`src/rtl/cpu_ctrl.sv`:
```
// Fetch/decode/execute sequencer for the 8-bit CPU: owns PC, IR, accumulator,
// operand and address registers, and drives the ROM, RAM and ALU interfaces.
module cpu_ctrl #(
  parameter logic [7:0] RESET_PC      = 8'h00,
  parameter bit         ILLEGAL_HALTS = 1'b0
) (
  input  logic       clk,
  input  logic       rst_n,
  input  logic [7:0] rom_data,
  output logic [7:0] rom_addr,
  output logic       rom_rd,
  input  logic [7:0] ram_rdata,
  output logic [7:0] ram_addr,
  output logic       ram_rd,
  output logic       ram_wr,
  output logic [7:0] ram_wdata,
  input  logic [7:0] alu_out,
  output logic [3:0] alu_op,
  output logic [7:0] alu_in,
  output logic [7:0] accum,
  output logic       alu_im_int,
  output logic       halted,
  output logic       illegal_op
);

  localparam logic [3:0] OpNop = 4'h0;
  localparam logic [3:0] OpLdo = 4'h1;
  localparam logic [3:0] OpLda = 4'h2;
  localparam logic [3:0] OpSto = 4'h3;
  localparam logic [3:0] OpPre = 4'h4;
  localparam logic [3:0] OpAdd = 4'h5;
  localparam logic [3:0] OpLdm = 4'h6;
  localparam logic [3:0] OpAdn = 4'h7;
  localparam logic [3:0] OpInc = 4'h8;
  localparam logic [3:0] OpDec = 4'h9;
  localparam logic [3:0] OpJmp = 4'hA;
  localparam logic [3:0] OpClr = 4'hB;
  localparam logic [3:0] OpIlC = 4'hC;
  localparam logic [3:0] OpIlD = 4'hD;
  localparam logic [3:0] OpIlE = 4'hE;
  localparam logic [3:0] OpHlt = 4'hF;

  typedef enum logic [2:0] {
    StFetch,
    StDecode,
    StOper,
    StMem,
    StWb,
    StHalt
  } state_e;

  state_e     state_q, state_d;
  logic [7:0] pc_q, pc_d;
  logic [7:0] ir_q, ir_d;
  logic [7:0] acc_q, acc_d;
  logic [7:0] opnd_q, opnd_d;
  logic [7:0] addr_q, addr_d;
  logic       alu_im_q, alu_im_d;
  logic       illegal_q, illegal_d;

  logic [3:0] op;
  logic [3:0] imm;

  assign op  = ir_q[7:4];
  assign imm = ir_q[3:0];

  always_ff @(posedge clk or negedge rst_n) begin
    if (!rst_n) begin
      state_q   <= StFetch;
      pc_q      <= RESET_PC;
      ir_q      <= 8'h00;
      acc_q     <= 8'h00;
      opnd_q    <= 8'h00;
      addr_q    <= 8'h00;
      alu_im_q  <= 1'b0;
      illegal_q <= 1'b0;
    end else begin
      state_q   <= state_d;
      pc_q      <= pc_d;
      ir_q      <= ir_d;
      acc_q     <= acc_d;
      opnd_q    <= opnd_d;
      addr_q    <= addr_d;
      alu_im_q  <= alu_im_d;
      illegal_q <= illegal_d;
    end
  end

  always_comb begin
    state_d   = state_q;
    pc_d      = pc_q;
    ir_d      = ir_q;
    acc_d     = acc_q;
    opnd_d    = opnd_q;
    addr_d    = addr_q;
    alu_im_d  = 1'b0;
    illegal_d = illegal_q;
    rom_addr  = pc_q;
    rom_rd    = 1'b0;
    ram_rd    = 1'b0;
    ram_wr    = 1'b0;

    unique case (state_q)
      StFetch: begin
        rom_rd  = 1'b1;
        ir_d    = rom_data;
        pc_d    = pc_q + 8'd1;
        state_d = StDecode;
      end

      StDecode: begin
        case (op)
          OpLdo, OpLda, OpSto, OpPre, OpAdd, OpJmp: state_d = StOper;
          OpAdn, OpClr: begin
            // The immediate lands in opnd now so the strobe and ALU see it stable in WB.
            opnd_d   = {4'h0, imm};
            alu_im_d = 1'b1;
            state_d  = StWb;
          end
          OpInc, OpDec, OpLdm: state_d = StWb;
          OpHlt: state_d = StHalt;
          OpIlC, OpIlD, OpIlE: begin
            illegal_d = 1'b1;
            state_d   = ILLEGAL_HALTS ? StHalt : StFetch;
          end
          OpNop:   state_d = StFetch;
          default: state_d = StFetch;
        endcase
      end

      StOper: begin
        rom_rd = 1'b1;
        if (op == OpJmp) begin
          pc_d    = rom_data;
          state_d = StFetch;
        end else begin
          pc_d    = pc_q + 8'd1;
          addr_d  = rom_data;
          state_d = StMem;
        end
      end

      StMem: begin
        case (op)
          OpLdo: begin
            rom_addr = addr_q;
            rom_rd   = 1'b1;
            opnd_d   = rom_data;
            state_d  = StWb;
          end
          OpLda, OpAdd: begin
            ram_rd  = 1'b1;
            opnd_d  = ram_rdata;
            state_d = StWb;
          end
          OpPre: begin
            ram_rd  = 1'b1;
            opnd_d  = ram_rdata;
            state_d = StFetch;
          end
          OpSto: begin
            ram_wr  = 1'b1;
            state_d = StFetch;
          end
          default: state_d = StFetch;
        endcase
      end

      StWb: begin
        acc_d   = alu_out;
        state_d = StFetch;
      end

      StHalt: state_d = StHalt;

      default: state_d = StFetch;
    endcase
  end

  assign halted     = (state_q == StHalt);
  assign alu_op     = halted ? OpHlt : op;
  assign alu_in     = opnd_q;
  assign accum      = acc_q;
  assign ram_addr   = addr_q;
  assign ram_wdata  = acc_q;
  assign alu_im_int = alu_im_q;
  assign illegal_op = illegal_q;

endmodule
```
`config.mk`:
```
export PLATFORM = sky130hd
export DESIGN_NAME = cpu_ctrl
export DESIGN_NICKNAME = d
export VERILOG_FILES = /design/src/rtl/cpu_ctrl.sv
export SDC_FILE = /design/constraint.sdc
export NUM_CORES = 1
export LEC_CHECK = 0
export CORE_MARGIN = 2
export CORE_UTILIZATION = 47
export DETAILED_ROUTE_END_ITERATION = 12
export HOLD_SLACK_MARGIN = 0.08
export PLACE_DENSITY_LB_ADDON = 0.25
export SLEW_MARGIN = 5
export SYNTH_ARGS = -nofsm -noshare
export SYNTH_HDL_FRONTEND = slang
export SYNTH_SLANG_ARGS = --single-unit
```
`constraint.sdc`:
```
create_clock -name clk -period 2.28 [get_ports clk]
set_input_delay 0.456 -clock clk [delete_from_list [all_inputs] [get_ports clk]]
set_output_delay 0.456 -clock clk [all_outputs]
set_load 0.02 [all_outputs]
```
# Word-level counts from Yosys, hierarchy flattened
# Index checks and enable logic that the tools add are counted.
# W data, S select, Z words.
totals:
  input_bits: 26
  reg_bits: 45
  word_cells: 67
  out_inout_bits: 50
op_classes:
  n_eq_ne: 22
  add_sub_neg: 1
  n_reduce_logical: 15
  n_bitwise: 1
  mux: 20
op_table:
  columns: ["cell", "n"]
  rows:
  - ["$pmux W8 S2", 3]
  - ["$eq A4 B4 Y1 const B", 8]
  - ["$mux W8", 4]
  - ["$eq A4 B3 Y1 const B", 4]
  - ["$pmux W3 S5", 1]
  - ["$pmux W3 S4", 1]
  - ["$reduce_or A3 Y1", 3]
  - ["$add A8 B1 Y8 const B", 1]
  - ["$eq A4 B2 Y1 const B", 2]
  - ["$mux W1", 7]
  - ["$eq A3 B2 Y1 const B", 2]
  - ["$eq A3 B3 Y1 const B", 2]
  - ["$reduce_or A6 Y1", 1]
  - ["$reduce_or A5 Y1", 1]
  - ["$eq A4 B1 Y1 const B", 1]
  - ["$logic_not A4 Y1", 1]
  - ["$mux W4", 1]
  - ["$reduce_and A2 Y1", 2]
  - ["$reduce_bool A2 Y1", 2]
  - ["$reduce_or A2 Y1", 2]
  - ["$reduce_or A4 Y1", 1]
  - ["$eq A3 B1 Y1 const B", 1]
  - ["$logic_not A3 Y1", 1]
  - ["$mux W3", 1]
  - ["other kinds (6)", 6]

# Longest topological paths before layout
# Gate-level depths: netlist of the first run.
depth:
  depth_word: 4
  depth_mapped: 6
  mapped_depth_nobuf: 5

# Worst setup path before layout of the first run
# No wires, ideal clock.
synth_timing:
  path_type: "register -> output"
  start: "register ir_q[7]"
  end: "output port rom_addr[0]"
  arrival_ns: 1.596
  path_slack_ns: 0.228
  required_ns: 1.824
  stages_incl_launch_ff: 6
  path_buffers: 2
  cell_sequence: "dfrtp_1 -> clkbuf_1 -> clkbuf_1 -> nor3_1 -> nand3b_1 -> mux2_2"
synth_between:
  elab_chain_cells: 3
synth_lines:
  columns: ["item", "line", "rtl"]
  rows:
  - ["from (decl)", "54", "logic [7:0] ir_q, ir_d;"]
  - ["from (signal assigned)", "80", "ir_q <= ir_d;"]
  - ["$eq A4 B1 Y1", "144", "case (op)"]
  - ["$mux W8", "144", null]
  - ["$mux W8", "103", "unique case (state_q)"]
  - ["to (decl)", "10", "output logic [7:0] rom_addr,"]
# No other way between the ends.

# Worst setup path after layout of the first run
layout_timing:
  start: "register state_q[2]"
  end: "output port rom_addr[4]"
layout_between:
  elab_chain_cells: 2
layout_lines:
  columns: ["item", "line", "rtl"]
  rows:
  - ["from (decl)", "52", "state_e state_q, state_d;"]
  - ["from (signal assigned)", "69", "state_q <= StFetch;"]
  - ["from (signal assigned)", "78", "state_q <= state_d;"]
  - ["$eq A3 B2 Y1", "103", null]
  - ["$mux W8", "103", null]
# No other way between the ends.

==> qor.yml, run 1 <==
run_status:
  status: "finished, final reports clean"
worst_setup_path:
  required_ps: 1820
  path_class: "reg -> out"
  startpoint_type: "flop"
  crit_path_end_kind: "output port"
  rrSetupSlack_ps: 340
  arrival_ps: 1760
  worstPathMaxFanout: 9
global_route:
  grtUsageMet3: 0.0427
  grt_pass1_vias: 1844
  grt_use_met1: 0.280
  grt_usage: 0.203
  gr-usage-met2: 0.323
  grt-ovfl-total: 0
  grt_max_degree: 46
  grt_pass1_wl_mm: 9.40
  grt-busiest-layer: "met2"
  grt_antenna_before_repair: 0
logic_synthesis:
  ys_top_cells_by_area: "dfrtp_1 (46%), mux2_2 (15%), buf_4 (3.1%), mux2i_1 (2.5%), nand3_1 (2.5%)"
  synthesis.area_sq_um: 2440
  synth-edff-count: 0
  synth.avg_cell_area_sq_um: 11.3
  yosysMostFrequentCell: "dfrtp_1"
  synthArstFlopShare: 1.00
  synth_xor_area_frac: 0.0108
  synth_seq_area_share: 0.461
  ys_seq_elements: 45
  ys.flop_type: "dfrtp_1"
  synthesis.nets: 243
  synth-compound-area-share: 0.0968
  synth_fa_ha_area_frac: 0.00512
  synth-simple-area-share: 0.175
  yosysWarnings: 0
  syn_inst: 216
  ys_types: 46
  synth_top_area_cell: "dfrtp_1"
  yosys-mux-area-fraction: 0.197
  synth_common_cells: "dfrtp_1 (45), mux2_2 (32), nand3_1 (12), nor2_1 (12), o21ai_0 (11)"
  synth.top_cell.area_share: 0.461
  synth_top_family_by_area: "multiplexers"
routing:
  wl_per_cell_um: 16.0
  drt-total-wl_mm: 5.85
  drc_errors: 0
  first_pass_iters: 4
  dr_total_vias: 2013
  drtAntennaViolNets: 0
  post_drt_via_cell_ratio: 5.50
  drtIter0Drc: 149
clocking:
  clock-root-buffer: "clkbuf_8"
  clockBufferDepth: 2
  worst_skew_pair.late_latency_ps: 300
  htree_num_levels: 2
  cts_sinks: 45
  cts_tree: "built"
  numCtsBuffers: 5
  postCtsHoldBufs: 0
  clk_pin_slew_worst_paths_ps: 80
die:
  ios: 76
  start_util: 0.482
  dieArea_sq_um: 5790
  core-area_sq_um: 5070
  die_w_um: 76.1
  die_h_um: 76.1
  num_rows: 26
cells_and_area:
  nets: 322
  areaGrowthSynthToFinish_pct: 36.5
  drive_above_1_share: 0.270
  num_antenna_cells: 0
power:
  combPwrFrac: 0.589
  p_sw_mw: 2.05
  switching_share: 0.417
  clock_power_share: 0.100
  ir_drop_mv: 0.714
  powerDensity_nw_per_um2: 1470
  p_int_mw: 2.87
  seqPwrFrac: 0.311
  p_leak_nw: 1.44
sta:
  finalHoldViolations: 0
  fin_skew_ps: 5.21
  fin_crit_sh: 0.972
  setup-violations-final: 0
  slew_violations: 0
  max_freq_mhz: 451
  min_period_ps: 2220
  slew_headroom: 0.586
  worstMarginPinSlew_ps: 618
  fin_tns_setup_ps: 0
  hold_ws_ps: 240
placement:
  place.gp.congestion: 0.843
  dp_hpwl_mm: 4.17
  portBuffers: 75
worst_hold_path:
  hold_path.class: "in -> async"
job:
  cap_viol_max_count: 0
[layout make-up]
type	instances	area [sq um]
Inverter	1	3.75
Sequential cell	45	1130
Timing Repair Buffer	92	845
Multi-Input combinational cell	150	1190
Clock inverter	1	7.51
Tap cell	70	87.6
Fill cell	431	1740
Clock buffer	7	76.3
[critical path, stage by stage, from the launching register on]
cell	delay, ps
dfrtp_1	390
nand3b_4	160
nor3_2	120
nand3b_1	110
buf_6	170
mux2_2	270
clkdlybuf4s15_2	250
[stage by stage]
step | power [mW] | instances | util | area [sq um] | worst slack [ps]
after floorplan | 3.36 | 216 | - | 2440 | 228
after global placement | 4.46 | 357 | 0.646 | 3280 | 96.4
after detailed placement | 4.54 | 357 | 0.646 | 3280 | 45.5
after CTS | 4.98 | 366 | 0.664 | 3370 | 10.5
after global routing | 5.22 | 366 | 0.657 | 3330 | -3.87
final | 4.92 | 366 | 0.657 | 3330 | 63.4
[cells by family (layout without fill, tap and decap cells)]
logic type | count (synthesis) | after routing
flip-flops | 45 | 45
AO/OA/AOI/OAI | 37 | 37
multiplexers | 42 | 42
buffers and inverters | 21 | 101
XOR/XNOR | 3 | 3
adder cells (fa/ha/maj) | 1 | 1
AND/OR/NAND/NOR | 67 | 67
[state kept, by name (all words and copies together), names as in the netlist]
signal / cells
accum: 8
alu_in: 8
ir_q: 8
pc_q: 8
ram_addr: 8
state_q: 3
alu_im_int: 1
illegal_op: 1
[placed cells by master (no fill, tap or decap), drive strengths merged, types with 2 or more instances in the layout]
master	instances
clkdlybuf4s50	58
nor3	3
nor2b	2
nor2	13
mux2	36
nor4	2
dfrtp	45
clkbuf	9
nor3b	3
nand2	10
xor2	2
mux2i	6
nand3b	5
dlygate4sd2	6
o21ai	11
and4	2
or4b	2
a21oi	8
nand3	12
o2bb2ai	4
a31oi	5
a2bb2oi	3
or3b	2
clkdlybuf4s15	2
nand2b	5
buf	24
nand4	2
[power groups by stage]
stage	Combinational (mW)	Sequential, mW	Clock [mW]
2_1_floorplan	1.68	1.68	0
3_3_place_gp	2.95	1.51	0
3_5_place_dp	3.00	1.53	0
4_1_cts	2.95	1.52	0.503
5_1_grt	3.08	1.60	0.536
6_report	2.90	1.53	0.491
[final timing paths]
check / startpoint / end / cells after the start
min in group clk: illegal_op$_DFFE_PN0P_ / illegal_op$_DFFE_PN0P_ / 1
hold / removal: rst_n / accum[0]$_DFFE_PN0N_ / 2
setup / recovery: state_q[2]$_DFF_PN0_ / rom_addr[4] / 6
max in group asynchronous: rst_n / ir_q[7]$_DFFE_PN0N_ / 2
setup reg to reg: ir_q[6]$_DFFE_PN0N_ / alu_in[0]$_DFFE_PN0P_ / 5
hold reg to reg: illegal_op$_DFFE_PN0P_ / illegal_op$_DFFE_PN0P_ / 1
[per-layer routing]
layer / wire [um] / up-vias
met4: 103 / 0
li1: - / 942
met3: 335 / 8
met5: 0 / -
met1: 2740 / 998
met2: 2670 / 65
[what timing repair did]
item | in CTS | in global routing
hold endpoints to repair | 0 | 0
endpoints found under the setup margin | 16 | 10
gates resized for setup | 32 | 12
setup buffers | 1 | 0
(Power assumes the default switching activity.)
==> run 2, diff against run 1 <==
--- a/config.mk
+++ b/config.mk
@@ -9,7 +9,7 @@
 export CORE_UTILIZATION = 47
 export DETAILED_ROUTE_END_ITERATION = 12
 export HOLD_SLACK_MARGIN = 0.08
-export PLACE_DENSITY_LB_ADDON = 0.25
+export PLACE_DENSITY = 0.89
 export SLEW_MARGIN = 5
 export SYNTH_ARGS = -nofsm -noshare
 export SYNTH_HDL_FRONTEND = slang
==> qor.yml, run 2 (synthesized netlist as in run 1, its figures left out) <==
cells_and_area:
  layout.cells.non_filler: 366
  drive_above_1_share: 0.264
  nets: 322
  num_antenna_cells: 0
  fillers: 415
  layout_commonest_cell: "clkdlybuf4s50_1"
  layout_common_cells: "clkdlybuf4s50_1 (58), dfrtp_1 (45), mux2_2 (32), buf_4 (14)"
  areaGrowthSynthToFinish_pct: 37.7
clocking:
  htree_num_levels: 2
  clock-root-buffer: "clkbuf_8"
  cts_sinks: 45
  clockBufferDepth: 2
  worst_skew_pair.late_latency_ps: 300
  postCtsHoldBufs: 0
  clk_pin_slew_worst_paths_ps: 80
  numCtsBuffers: 5
  cts_tree: "built"
  cts_setup_buffers: 0
global_route:
  grt_pass1_vias: 2036
  grt_usage: 0.220
  grt_max_degree: 46
  grtUsageMet3: 0.0557
  gr-usage-met2: 0.383
  grt-ovfl-total: 0
  grt_antenna_before_repair: 0
  grt_pass1_wl_mm: 10.2
  grt_use_met1: 0.267
  grt-busiest-layer: "met2"
worst_setup_path:
  reg2regPathDepth: 5
  cp_top_family: "simple AND/OR/NAND/NOR gates"
  crit_buf_inv: 2
  cpPeakStageDelay_ps: 420
  startpoint_type: "flop"
  arrival_ps: 1730
  crit_path_end_kind: "output port"
  required_ps: 1820
  worstPathMaxFanout: 17
  crit_cells: 5
  path_class: "reg -> out"
  cp_slowest_cell: "dfrtp_1"
  worstPathCellList: "buf_12 -> nor4b_2 -> nor2_1 -> nor2_1 -> dlygate4sd2_1"
  cpMostUsedCell: "nor2_1"
sta:
  finalHoldViolations: 0
  slew_violations: 0
  fin_tns_setup_ps: 0
  worstMarginPinSlew_ps: 618
  max_freq_mhz: 457
  slew_headroom: 0.586
  setup-violations-final: 0
  fin_crit_sh: 0.959
  min_period_ps: 2190
  timing.final.ws_setup_ps: 93.3
  grt_setup_unrepaired: "false"
  fin_skew_ps: 4.66
power:
  p_int_mw: 3.01
  powerDensity_nw_per_um2: 1520
  switching_share: 0.410
  combPwrFrac: 0.583
  p_leak_nw: 1.46
  p_sw_mw: 2.09
  power_mw: 5.10
  clock_power_share: 0.118
  seqPwrFrac: 0.299
  ir_drop_mv: 0.950
run_status:
  status: "finished, final reports clean"
routing:
  wl_per_cell_um: 16.8
  first_pass_iters: 4
  drtIter0Drc: 167
  drt-total-wl_mm: 6.17
  drtAntennaViolNets: 0
  dr_total_vias: 2067
  post_drt_via_cell_ratio: 5.65
  drc_errors: 0
placement:
  dp_hpwl_mm: 4.49
  dp_slack_ps: 52.9
  dp_cells: 358
  place.gp.congestion: 0.852
  portBuffers: 75
die:
  ios: 76
  num_rows: 26
  dieArea_sq_um: 5790
  core-area_sq_um: 5070
  die_w_um: 76.1
  start_util: 0.482
  die_h_um: 76.1
job:
  cap_viol_max_count: 0
worst_hold_path:
  hold_path.class: "in -> async"
## run 2: cell types whose count changed in the layout (fill, tap and decap cells not counted), sizes merged
| cell | change |
|---|---|
| clkdlybuf4s15 | -2 |
| bufinv | +1 |
| buf | +2 |
| clkinvlp | -1 |
| clkinv | +1 |
| dlygate4sd2 | +2 |
| clkbuf | -3 |
## run 2: cell type report
class                      count  area, sq um  share of cell area
multi-input combinational    150         1180               0.352
sequential                    45         1130               0.335
timing repair buffer          92          852               0.253
tap                           70         87.6              0.0260
clock buffer                   6         72.6              0.0216
clock inverter                 2         38.8              0.0115
inverter                       1         3.75             0.00112
## run 2: routing by layer
metal / vias to the layer above / part of all wire
li1: 949 / -
met1: 1021 / 0.40
met2: 91 / 0.52
met3: 6 / 0.063
met4: 0 / 0.0092
met5: - / 0
## run 2: through the flow
step / hold WS, ps / util / instance area [sq um]
2_1_floorplan: 160 / - / 2440
3_3_place_gp: 460 / 0.650 / 3300
3_5_place_dp: 481 / 0.650 / 3300
4_1_cts: 251 / 0.673 / 3410
5_1_grt: 286 / 0.663 / 3360
6_report: 240 / 0.663 / 3360
## run 2: power groups by stage
stage	Combinational (mW)	Clock, mW	Sequential, mW
5_1_grt	3.16	0.643	1.58
2_1_floorplan	1.68	0	1.68
6_report	2.97	0.602	1.52
3_3_place_gp	2.98	0	1.50
3_5_place_dp	3.08	0	1.53
4_1_cts	3.03	0.614	1.52
## run 2: worst paths after layout
| check | from | to | slack (ps) |
|---|---|---|---|
| min reg2reg | alu_in[4]$_DFFE_PN0P_ | alu_in[4]$_DFFE_PN0P_ | 490 |
| max reg2reg | ir_q[4]$_DFFE_PN0N_ | alu_in[0]$_DFFE_PN0P_ | 370 |
| max in group asynchronous | rst_n | ir_q[6]$_DFFE_PN0N_ | 1660 |
| min | rst_n | accum[1]$_DFFE_PN0N_ | 240 |
| max | ir_q[6]$_DFFE_PN0N_ | ram_rd | 90 |
| min in group clk | alu_in[4]$_DFFE_PN0P_ | alu_in[4]$_DFFE_PN0P_ | 490 |
## run 2: what timing repair did
action / CTS / global route
pin swaps: 0 / 0
endpoints found under the hold margin: 0 / 0
setup endpoints to repair: 16 / 8
resized for setup: 33 / 8
